<file path="config.mk">
export PLATFORM = sky130hd
export DESIGN_NAME = add_sub_pipe
export DESIGN_NICKNAME = d
export VERILOG_FILES = /design/src/rtl/add_sub_pkg.sv /design/src/rtl/add_sub_seg.sv /design/src/rtl/add_sub_pipe.sv
export SDC_FILE = /design/constraint.sdc
export NUM_CORES = 1
export LEC_CHECK = 0
export CORE_UTILIZATION = 55
export DETAILED_ROUTE_END_ITERATION = 8
export PLACE_DENSITY_LB_ADDON = 0.3
export SKIP_LAST_GASP = 1
export SYNTH_ARGS = -nofsm -noshare
export SYNTH_HDL_FRONTEND = slang
export SYNTH_SLANG_ARGS = --single-unit
</file>
<file path="constraint.sdc">
create_clock -name clk_i -period 4.08 [get_ports clk_i]
set_clock_uncertainty 0.05 [all_clocks]
set_input_delay 1.224 -clock clk_i [delete_from_list [all_inputs] [get_ports clk_i]]
set_output_delay 1.224 -clock clk_i [all_outputs]
set_load 0.01 [all_outputs]
</file>
<file path="src/rtl/add_sub_pkg.sv">
// add_sub_pkg: shared types and helpers for the pipelined add/subtract unit.
//   op_e            - operation select encoding (OP_ADD / OP_SUB)
//   add_sub_flags_t - result flag bundle {cout, ovf, zero, neg}
//   sat_value()     - signed saturation constant for a given sign and width
package add_sub_pkg;

    typedef enum logic {
        OP_ADD = 1'b0,
        OP_SUB = 1'b1
    } op_e;

    typedef struct packed {
        logic cout;
        logic ovf;
        logic zero;
        logic neg;
    } add_sub_flags_t;

    // Widest result the saturation helper can produce; callers truncate.
    localparam int unsigned SAT_MAX_W = 64;

    // sign=0 -> signed maximum 0111..1, sign=1 -> signed minimum 1000..0,
    // right-aligned in a SAT_MAX_W vector with zeros above bit width-1.
    function automatic logic [SAT_MAX_W-1:0] sat_value(input logic sign,
                                                       input int unsigned width);
        logic [SAT_MAX_W-1:0] v;
        v = '0;
        for (int unsigned i = 0; i < SAT_MAX_W; i++) begin
            if (i + 1 < width)       v[i] = ~sign;
            else if (i + 1 == width) v[i] = sign;
        end
        return v;
    endfunction

endpackage

</file>
<file path="src/rtl/add_sub_seg.sv">
// add_sub_seg: one SEG_W-bit slice of the carry chain with registered sum
// and carry-out. The registers advance only when en is high.
// Ports:
//   clk, rst   - clock, synchronous active-high reset
//   en         - pipeline advance
//   a, b_eff   - operand slices (b_eff already inverted for subtraction)
//   cin        - carry into this slice
//   sum, cout  - registered slice sum and carry-out
module add_sub_seg
    import add_sub_pkg::*;
#(
    parameter int unsigned SEG_W = 8
) (
    input  logic             clk,
    input  logic             rst,
    input  logic             en,
    input  logic [SEG_W-1:0] a,
    input  logic [SEG_W-1:0] b_eff,
    input  logic             cin,
    output logic [SEG_W-1:0] sum,
    output logic             cout
);

    logic [SEG_W:0] total;

    assign total = {1'b0, a} + {1'b0, b_eff} + {{SEG_W{1'b0}}, cin};

    always_ff @(posedge clk) begin
        if (rst) begin
            sum  <= '0;
            cout <= 1'b0;
        end else if (en) begin
            sum  <= total[SEG_W-1:0];
            cout <= total[SEG_W];
        end
    end

endmodule

</file>
<file path="src/rtl/add_sub_pipe.sv">
// add_sub_pipe: pipelined WIDTH-bit add/subtract with valid/ready handshake.
// The carry chain is cut into NSEG = WIDTH/SEG_W slices, one per stage;
// latency is NSEG cycles counting the accept cycle, throughput one beat/cycle.
// Optional macro ADD_SUB_PIPE_SAT_EN adds sat_i for signed saturation.
// Ports:
//   clk_i, rst_i               - clock, synchronous active-high reset
//   in_valid_i, in_ready_o     - operand handshake (in_ready_o is combinational)
//   a_i, b_i, sub_i            - operands and op (0: A+B, 1: A-B)
//   sat_i                      - (ADD_SUB_PIPE_SAT_EN only) clamp on overflow
//   out_valid_o, out_ready_i   - result handshake
//   result_o                   - sum/difference modulo 2^WIDTH (or clamped)
//   cout_o, ovf_o, zero_o, neg_o - carry/borrow, signed overflow, zero, sign
module add_sub_pipe
    import add_sub_pkg::*;
#(
    parameter int unsigned WIDTH = 32,
    parameter int unsigned SEG_W = 8
) (
    input  logic             clk_i,
    input  logic             rst_i,
    input  logic             in_valid_i,
    output logic             in_ready_o,
    input  logic [WIDTH-1:0] a_i,
    input  logic [WIDTH-1:0] b_i,
    input  logic             sub_i,
`ifdef ADD_SUB_PIPE_SAT_EN
    input  logic             sat_i,
`endif
    output logic             out_valid_o,
    input  logic             out_ready_i,
    output logic [WIDTH-1:0] result_o,
    output logic             cout_o,
    output logic             ovf_o,
    output logic             zero_o,
    output logic             neg_o
);

    localparam int unsigned NSEG = WIDTH / SEG_W;
    localparam int unsigned LAST = NSEG - 1;

    if (WIDTH % SEG_W != 0) begin : g_bad_width
        $error("add_sub_pipe: WIDTH must be a multiple of SEG_W");
    end

    // Global stall: everything shifts together or everything holds.
    logic adv;
    assign adv        = out_ready_i || !out_valid_o;
    assign in_ready_o = adv;

    logic sat_in;
`ifdef ADD_SUB_PIPE_SAT_EN
    assign sat_in = sat_i;
`else
    assign sat_in = 1'b0;
`endif

    logic [WIDTH-1:0] b_eff;
    assign b_eff = sub_i ? ~b_i : b_i;

    // *_q: stage output registers. stg_*: values loaded into them.
    // a_q/b_q carry the operands forward so later stages see their slices;
    // lo_q holds the already-finished lower result slices.
    logic [NSEG-1:0]            vld_pipe, sub_pipe, sat_pipe, carry;
    logic [NSEG-1:0]            stg_vld, stg_sub, stg_sat;
    logic [NSEG-1:0][WIDTH-1:0] a_q, b_q, lo_q;
    logic [NSEG-1:0][WIDTH-1:0] stg_a, stg_b, stg_lo, res_view;
    logic [NSEG-1:0][SEG_W-1:0] seg_sum;

    always_comb begin
        // res_view[k]: result bits settled at the output of stage k
        for (int k = 0; k < NSEG; k++) begin
            res_view[k]                  = lo_q[k];
            res_view[k][k*SEG_W +: SEG_W] = seg_sum[k];
        end
        stg_vld = '0;
        stg_sub = '0;
        stg_sat = '0;
        stg_a   = '0;
        stg_b   = '0;
        stg_lo  = '0;
        stg_vld[0] = in_valid_i;
        stg_sub[0] = sub_i;
        stg_sat[0] = sat_in;
        stg_a[0]   = a_i;
        stg_b[0]   = b_eff;
        for (int k = 1; k < NSEG; k++) begin
            stg_vld[k] = vld_pipe[k-1];
            stg_sub[k] = sub_pipe[k-1];
            stg_sat[k] = sat_pipe[k-1];
            stg_a[k]   = a_q[k-1];
            stg_b[k]   = b_q[k-1];
            stg_lo[k]  = res_view[k-1];
        end
    end

    always_ff @(posedge clk_i) begin
        if (rst_i) begin
            vld_pipe <= '0;
            sub_pipe <= '0;
            sat_pipe <= '0;
            a_q      <= '0;
            b_q      <= '0;
            lo_q     <= '0;
        end else if (adv) begin
            vld_pipe <= stg_vld;
            sub_pipe <= stg_sub;
            sat_pipe <= stg_sat;
            a_q      <= stg_a;
            b_q      <= stg_b;
            lo_q     <= stg_lo;
        end
    end

    for (genvar k = 0; k < NSEG; k++) begin : g_seg
        logic cin;
        if (k == 0) begin : g_cin0
            // A - B = A + ~B + 1
            assign cin = sub_i;
        end else begin : g_cinn
            assign cin = carry[k-1];
        end
        add_sub_seg #(.SEG_W(SEG_W)) u_seg (
            .clk   (clk_i),
            .rst   (rst_i),
            .en    (adv),
            .a     (stg_a[k][k*SEG_W +: SEG_W]),
            .b_eff (stg_b[k][k*SEG_W +: SEG_W]),
            .cin   (cin),
            .sum   (seg_sum[k]),
            .cout  (carry[k])
        );
    end

    // Output decode from the last stage's registers only, so everything
    // holds while stalled and reads as zero after reset.
    logic [WIDTH-1:0] sum;
    logic             a_msb, ovf_raw, sat_hit;
    add_sub_flags_t   flags;

    assign sum      = res_view[LAST];
    assign a_msb    = a_q[LAST][WIDTH-1];
    assign ovf_raw  = (a_msb == b_q[LAST][WIDTH-1]) && (sum[WIDTH-1] != a_msb);
    assign sat_hit  = sat_pipe[LAST] && ovf_raw;
    assign result_o = sat_hit ? WIDTH'(sat_value(a_msb, WIDTH)) : sum;

    always_comb begin
        flags = '0;
        if (vld_pipe[LAST]) begin
            // Borrow is the inverted carry of A + ~B + 1.
            flags.cout = (op_e'(sub_pipe[LAST]) == OP_SUB) ? ~carry[LAST] : carry[LAST];
            flags.ovf  = ovf_raw;
            flags.zero = (result_o == '0);
            flags.neg  = result_o[WIDTH-1];
        end
    end

    assign out_valid_o = vld_pipe[LAST];
    assign cout_o      = flags.cout;
    assign ovf_o       = flags.ovf;
    assign zero_o      = flags.zero;
    assign neg_o       = flags.neg;

endmodule

</file>
==> results.cfg, run 1 <==
[cells_and_area]
fillers = 1248
final_common_cell = nand2_1
final_util = 0.669
drive_gt1_frac = 0.0421
layout_common_cells = nand2_1 (294), dfxtp_1 (190), a21oi_1 (154), clkdlybuf4s50_1 (104), nor2_1 (43)
fin_nets = 1159
antenna_cells = 0
design_area_sq_um = 9800
areaGrowthSynthToFinish_pct = 18.2

[floorplanning]
die-area_sq_um = 15600
io_pins = 107
die_w_um = 125
row_count = 44
start_util = 0.566
fp.coreArea_sq_um = 14600
die_h_um = 125

[clock_network]
cts_tree = done
clock_sinks = 190
clockBufferDepth = 2
cts-htree-levels = 4
postCtsResizedCells = 0
postCtsSetupRepairBufs = 0
cts_buffers = 17
cts-root-buf = clkbuf_16
clock_latency_ps = 430
holdBufCountCts = 0
path_clk_slew_ps = 60

[placed_design]
finalWeightedCongestion = 0.848
placed_area_sq_um = 9180
port-buffer-count = 106
dp_hpwl_um = 10700

[sta]
fmax_mhz = 267
period_needed_ps = 3750
fin_crit_sh = 0.919
maxSlewHeadroom = 0.419
hold_viol_final = 0
rsz0062_at_grt = no
slew_violations = 0
setup_viol = 0
tightest_slew_ps = 871
setup_tns_ps = 0

[drt]
routed_via_density = 5.45
post_drt_wl_per_cell_um = 13.5
drc = 15
first_pass_iters = 7
drt_iter0_drc = 578
num_vias = 6826
detail_route.wirelength_um = 16900
ant_nets = 0

[min_path]
hold_class = flop to flop
hold_depth = 2

[worst_setup_path]
reg2reg_from = a_q[88]
path_class = input port to primary output
rrSetupSlack_ps = 1770
cp.arrival_ps = 2480
endpoint = in_ready_o
crit_path_end_kind = primary output
setup.worst_path.start_class = input port
worstPathRequired_ps = 2810
r2r-end = g_seg[3].u_seg.cout
crit_start = out_ready_i
worstPathMaxFanout = 2
r2r_cells = 7

[global_routing]
grt_overflow = 0
grt_antenna_before_repair = 0
track_usage = 0.224
grt_pass1_wl_um = 28500
grt_max_degree = 212
first_global_vias = 6036

[synth]
yosysWarnings = 0
synthDistinctLibCells = 38
syn-mean-instance-area_sq_um = 8.13
yosysSeqAreaShare = 0.459
syn_nets = 1123
async_flop_share = 0
yosys_most_used_dff = dfxtp_1
ys_ff_latch = 190
netlist_instances = 1019
synth_edf_count = 0
syn_area_sq_um = 8290

[run]
max-cap-violations = 0

[outcome]
violations = DRC
status = complete, but fails checks

[power_and_ir_drop]
ir_drop_v = 0.000326
power_leakage_uw = 0.00375
powerDensity_nw_per_um2 = 433
-- cell type report --
cell class | count | area, sq um | area share
multi-input combinational | 726 | 3980 | 0.406
sequential | 190 | 3800 | 0.388
timing repair buffer | 113 | 1130 | 0.116
clock buffer | 17 | 425 | 0.0434
tap | 184 | 230 | 0.0235
clock inverter | 15 | 195 | 0.0199
inverter | 7 | 31.3 | 0.00319
-- where the power goes --
group          internal [uW]  switching (uW)  total [uW]
Sequential              1980            74.2        2050
Clock                   1020             702        1720
Combinational            234             230         464
-- per-layer routing --
| metal | part of all wire | global-route usage | up-vias |
|---|---|---|---|
| met5 | 0 | 0 | - |
| met4 | 0.013 | 0.0770 | 0 |
| met3 | 0.049 | 0.0399 | 20 |
| met2 | 0.46 | 0.357 | 164 |
| met1 | 0.47 | 0.307 | 3134 |
| li1 | - | - | 3508 |
-- critical path: stages --
cell and delay (ps):
clkdlybuf4s50_1 540, nor2b_4 80, inv_6 60, clkdlybuf4s50_1 570
-- synthesized netlist by cell type (3+ instances only) --
master	instances	area (sq um)
nor4_1	8	50.1
a211oi_1	38	285
dfxtp_1	190	3800
nand4_1	6	37.5
buf_2	23	115
nand2b_1	3	18.8
xor2_1	11	96.3
inv_1	6	22.5
o21ai_0	20	100
fa_1	7	140
buf_1	15	56.3
o211ai_1	9	67.6
or4_1	5	37.5
xnor2_1	31	272
a31oi_1	14	87.6
nor4b_1	10	87.6
nand4b_1	3	26.3
nand3_1	9	45.0
nor2_1	43	161
nand2_1	294	1100
nor3_1	7	35.0
buf_4	24	180
and2_1	3	18.8
clkbuf_1	33	124
or3_1	5	31.3
ha_1	28	350
a21oi_1	154	771
a21o_1	7	52.6
-- per-stage QoR --
| stage | power [uW] | hold slack, ps | setup WS [ps] | instances |
|---|---|---|---|---|
| 6_report | 4240 | 401 | 330 | 1252 |
| 5_1_grt | 4410 | 414 | 312 | 1252 |
| 4_1_cts | 4260 | 402 | 306 | 1252 |
| 3_5_place_dp | 2550 | 393 | 306 | 1220 |
| 3_3_place_gp | 2540 | 389 | 282 | 1220 |
| 2_1_floorplan | 2390 | 382 | 905 | 1019 |
-- how the worst min path moves through the flow --
stage / from / slack, ps / endpoint
after floorplan: a_q[16] / 380 / a_q[16]
after global placement: lo_q[71] / 390 / lo_q[71]
after detailed placement: b_q[56] / 390 / b_q[56]
after CTS: b_q[56] / 400 / b_q[56]
after global routing: lo_q[39] / 410 / lo_q[39]
final: b_q[56] / 400 / b_q[56]
-- flip-flops by register name (all words and copies together), names as in the netlist --
register	count
lo_q	48
b_q	49
g_seg.u_seg.sum	32
a_msb	1
a_q	48
vld_pipe	4
g_seg.u_seg.cout	4
sub_pipe	4
-- cells by family after synthesis --
| logic type | share of synthesized area |
|---|---|
| and+or+nand+nor | 0.203 |
| buffers and inverters | 0.0619 |
| adders and majority gates | 0.0592 |
| DFF | 0.459 |
| xor gates and xnor gates | 0.0444 |
| muxes | 0.00257 |
| AOI/OAI and AO/OA | 0.170 |
(Power assumes the default switching activity.)
==> run 2, diff against run 1 <==
--- a/config.mk
+++ b/config.mk
@@ -5,9 +5,10 @@
 export SDC_FILE = /design/constraint.sdc
 export NUM_CORES = 1
 export LEC_CHECK = 0
-export CORE_UTILIZATION = 55
+export CORE_UTILIZATION = 45
 export DETAILED_ROUTE_END_ITERATION = 8
 export PLACE_DENSITY_LB_ADDON = 0.3
+export SETUP_SLACK_MARGIN = 0.05
 export SKIP_LAST_GASP = 1
 export SYNTH_ARGS = -nofsm -noshare
 export SYNTH_HDL_FRONTEND = slang
==> constraint.sdc (replaced) <==
create_clock -name clk_i -period 4.08 [get_ports clk_i]
set_clock_uncertainty 0.05 [all_clocks]
set_input_delay 1.224 -clock clk_i [delete_from_list [all_inputs] [get_ports clk_i]]
set_output_delay 1.224 -clock clk_i [all_outputs]
set_load 0.05 [all_outputs]
==> results.cfg, run 2 (synthesis results as in run 1) <==
[cells_and_area]
final_common_cell = nand2_1
antenna_cells = 0
instances_no_fill = 1295
drive_gt1_frac = 0.0413
layout_common_cells = nand2_1 (294), dfxtp_1 (190), a21oi_1 (154), clkdlybuf4s50_1 (103), nor2_1 (43)
top_regs = b_q: 49 flops, a_q: 48 flops, lo_q: 48 flops
largest_register_ffs = 49
final_util = 0.545
areaGrowthSynthToFinish_pct = 18.6
fin_nets = 1158
top_register = b_q

[clock_network]
cts-htree-levels = 4
path_clk_slew_ps = 70
cts_buffers = 17
cts-root-buf = clkbuf_16
clockBufferDepth = 2
holdBufCountCts = 0
clock_sinks = 190
clock_latency_ps = 420
postCtsResizedCells = 0
postCtsSetupRepairBufs = 0
cts_tree = done

[worst_setup_path]
path_class = flop to primary output
cp.arrival_ps = 2350
worstPathMaxFanout = 6
worstPathRequired_ps = 2810
crit_path_end_kind = primary output
setup.worst_path.start_class = flop

[power_and_ir_drop]
power_leakage_uw = 0.00374
ir_drop_v = 0.000295
p_total_uw = 4210
powerDensity_nw_per_um2 = 428

[placed_design]
port-buffer-count = 106
finalWeightedCongestion = 0.808
dp_cells = 1264
dp_hpwl_um = 11000

[drt]
drc = 0
num_vias = 6607
post_drt_wl_per_cell_um = 13.4
ant_nets = 0
routed_via_density = 5.10
drt_iter0_drc = 483
first_pass_iters = 5
detail_route.wirelength_um = 17400

[sta]
fin_crit_sh = 0.887
rsz0062_at_grt = no
whs_ps = 401
fmax_mhz = 276
hold_viol_final = 0
setup_tns_ps = 0
setup_viol = 0
slew_violations = 0
tightest_slew_ps = 956
period_needed_ps = 3620
maxSlewHeadroom = 0.363

[floorplanning]
fp.coreArea_sq_um = 18000
die_w_um = 138
row_count = 49
start_util = 0.460
die-area_sq_um = 19000
io_pins = 107
die_h_um = 138

[min_path]
hold_class = flop to flop

[outcome]
status = complete, no violations

[global_routing]
grt_antenna_before_repair = 0
grt_max_degree = 212
grt_overflow = 0
grt_pass1_wl_um = 28400
track_usage = 0.190
first_global_vias = 5822

[run]
max-cap-violations = 0
run 2: final timing paths:
check,start,to,slack (ps),depth (start not counted)
setup reg to reg,a_q[88],g_seg[3].u_seg.cout,1780,7
hold / removal,vld_pipe[0],vld_pipe[1],400,2
setup / recovery,g_seg[3].u_seg.sum[7],zero_o,460,4
hold reg to reg,vld_pipe[0],vld_pipe[1],400,2
run 2: layout make-up:
type	count	area, sq um
fillers	1734	8200
flip-flops and latches	190	3800
clock inverters	12	138
inverters	7	31.3
multi-input cells	726	3980
well taps	229	287
repair buffers	112	1140
clock buffers	19	453
run 2: per-stage QoR:
step	cell area (sq um)	worst slack [ps]
after detailed placement	9240	533
after CTS	9830	395
final	9830	460
after global routing	9830	300
after floorplan	8290	659
after global placement	9240	580
run 2: power by group:
part           internal (uW)  total (uW)  leakage (uW)  switching, uW
Clock                    938        1650      0.000286            715
Combinational            234         507       0.00189            273
Sequential              1980        2050       0.00156           71.1
run 2: per-layer routing:
metal  vias to the layer above  track usage  part of all wire
met1                      2976        0.278              0.51
met2                       118        0.278              0.44
met4                         0       0.0477            0.0046
met3                         6       0.0449             0.043
met5                         -            0                 0
li1                       3507            -                 -
run 2: worst max-delay path, stage by stage, from the launching register on:
cell             delay (ps)
dfxtp_1                 350
nor4_1                  410
nand4_1                 140
nor3_1                  210
clkdlybuf4s50_1         820
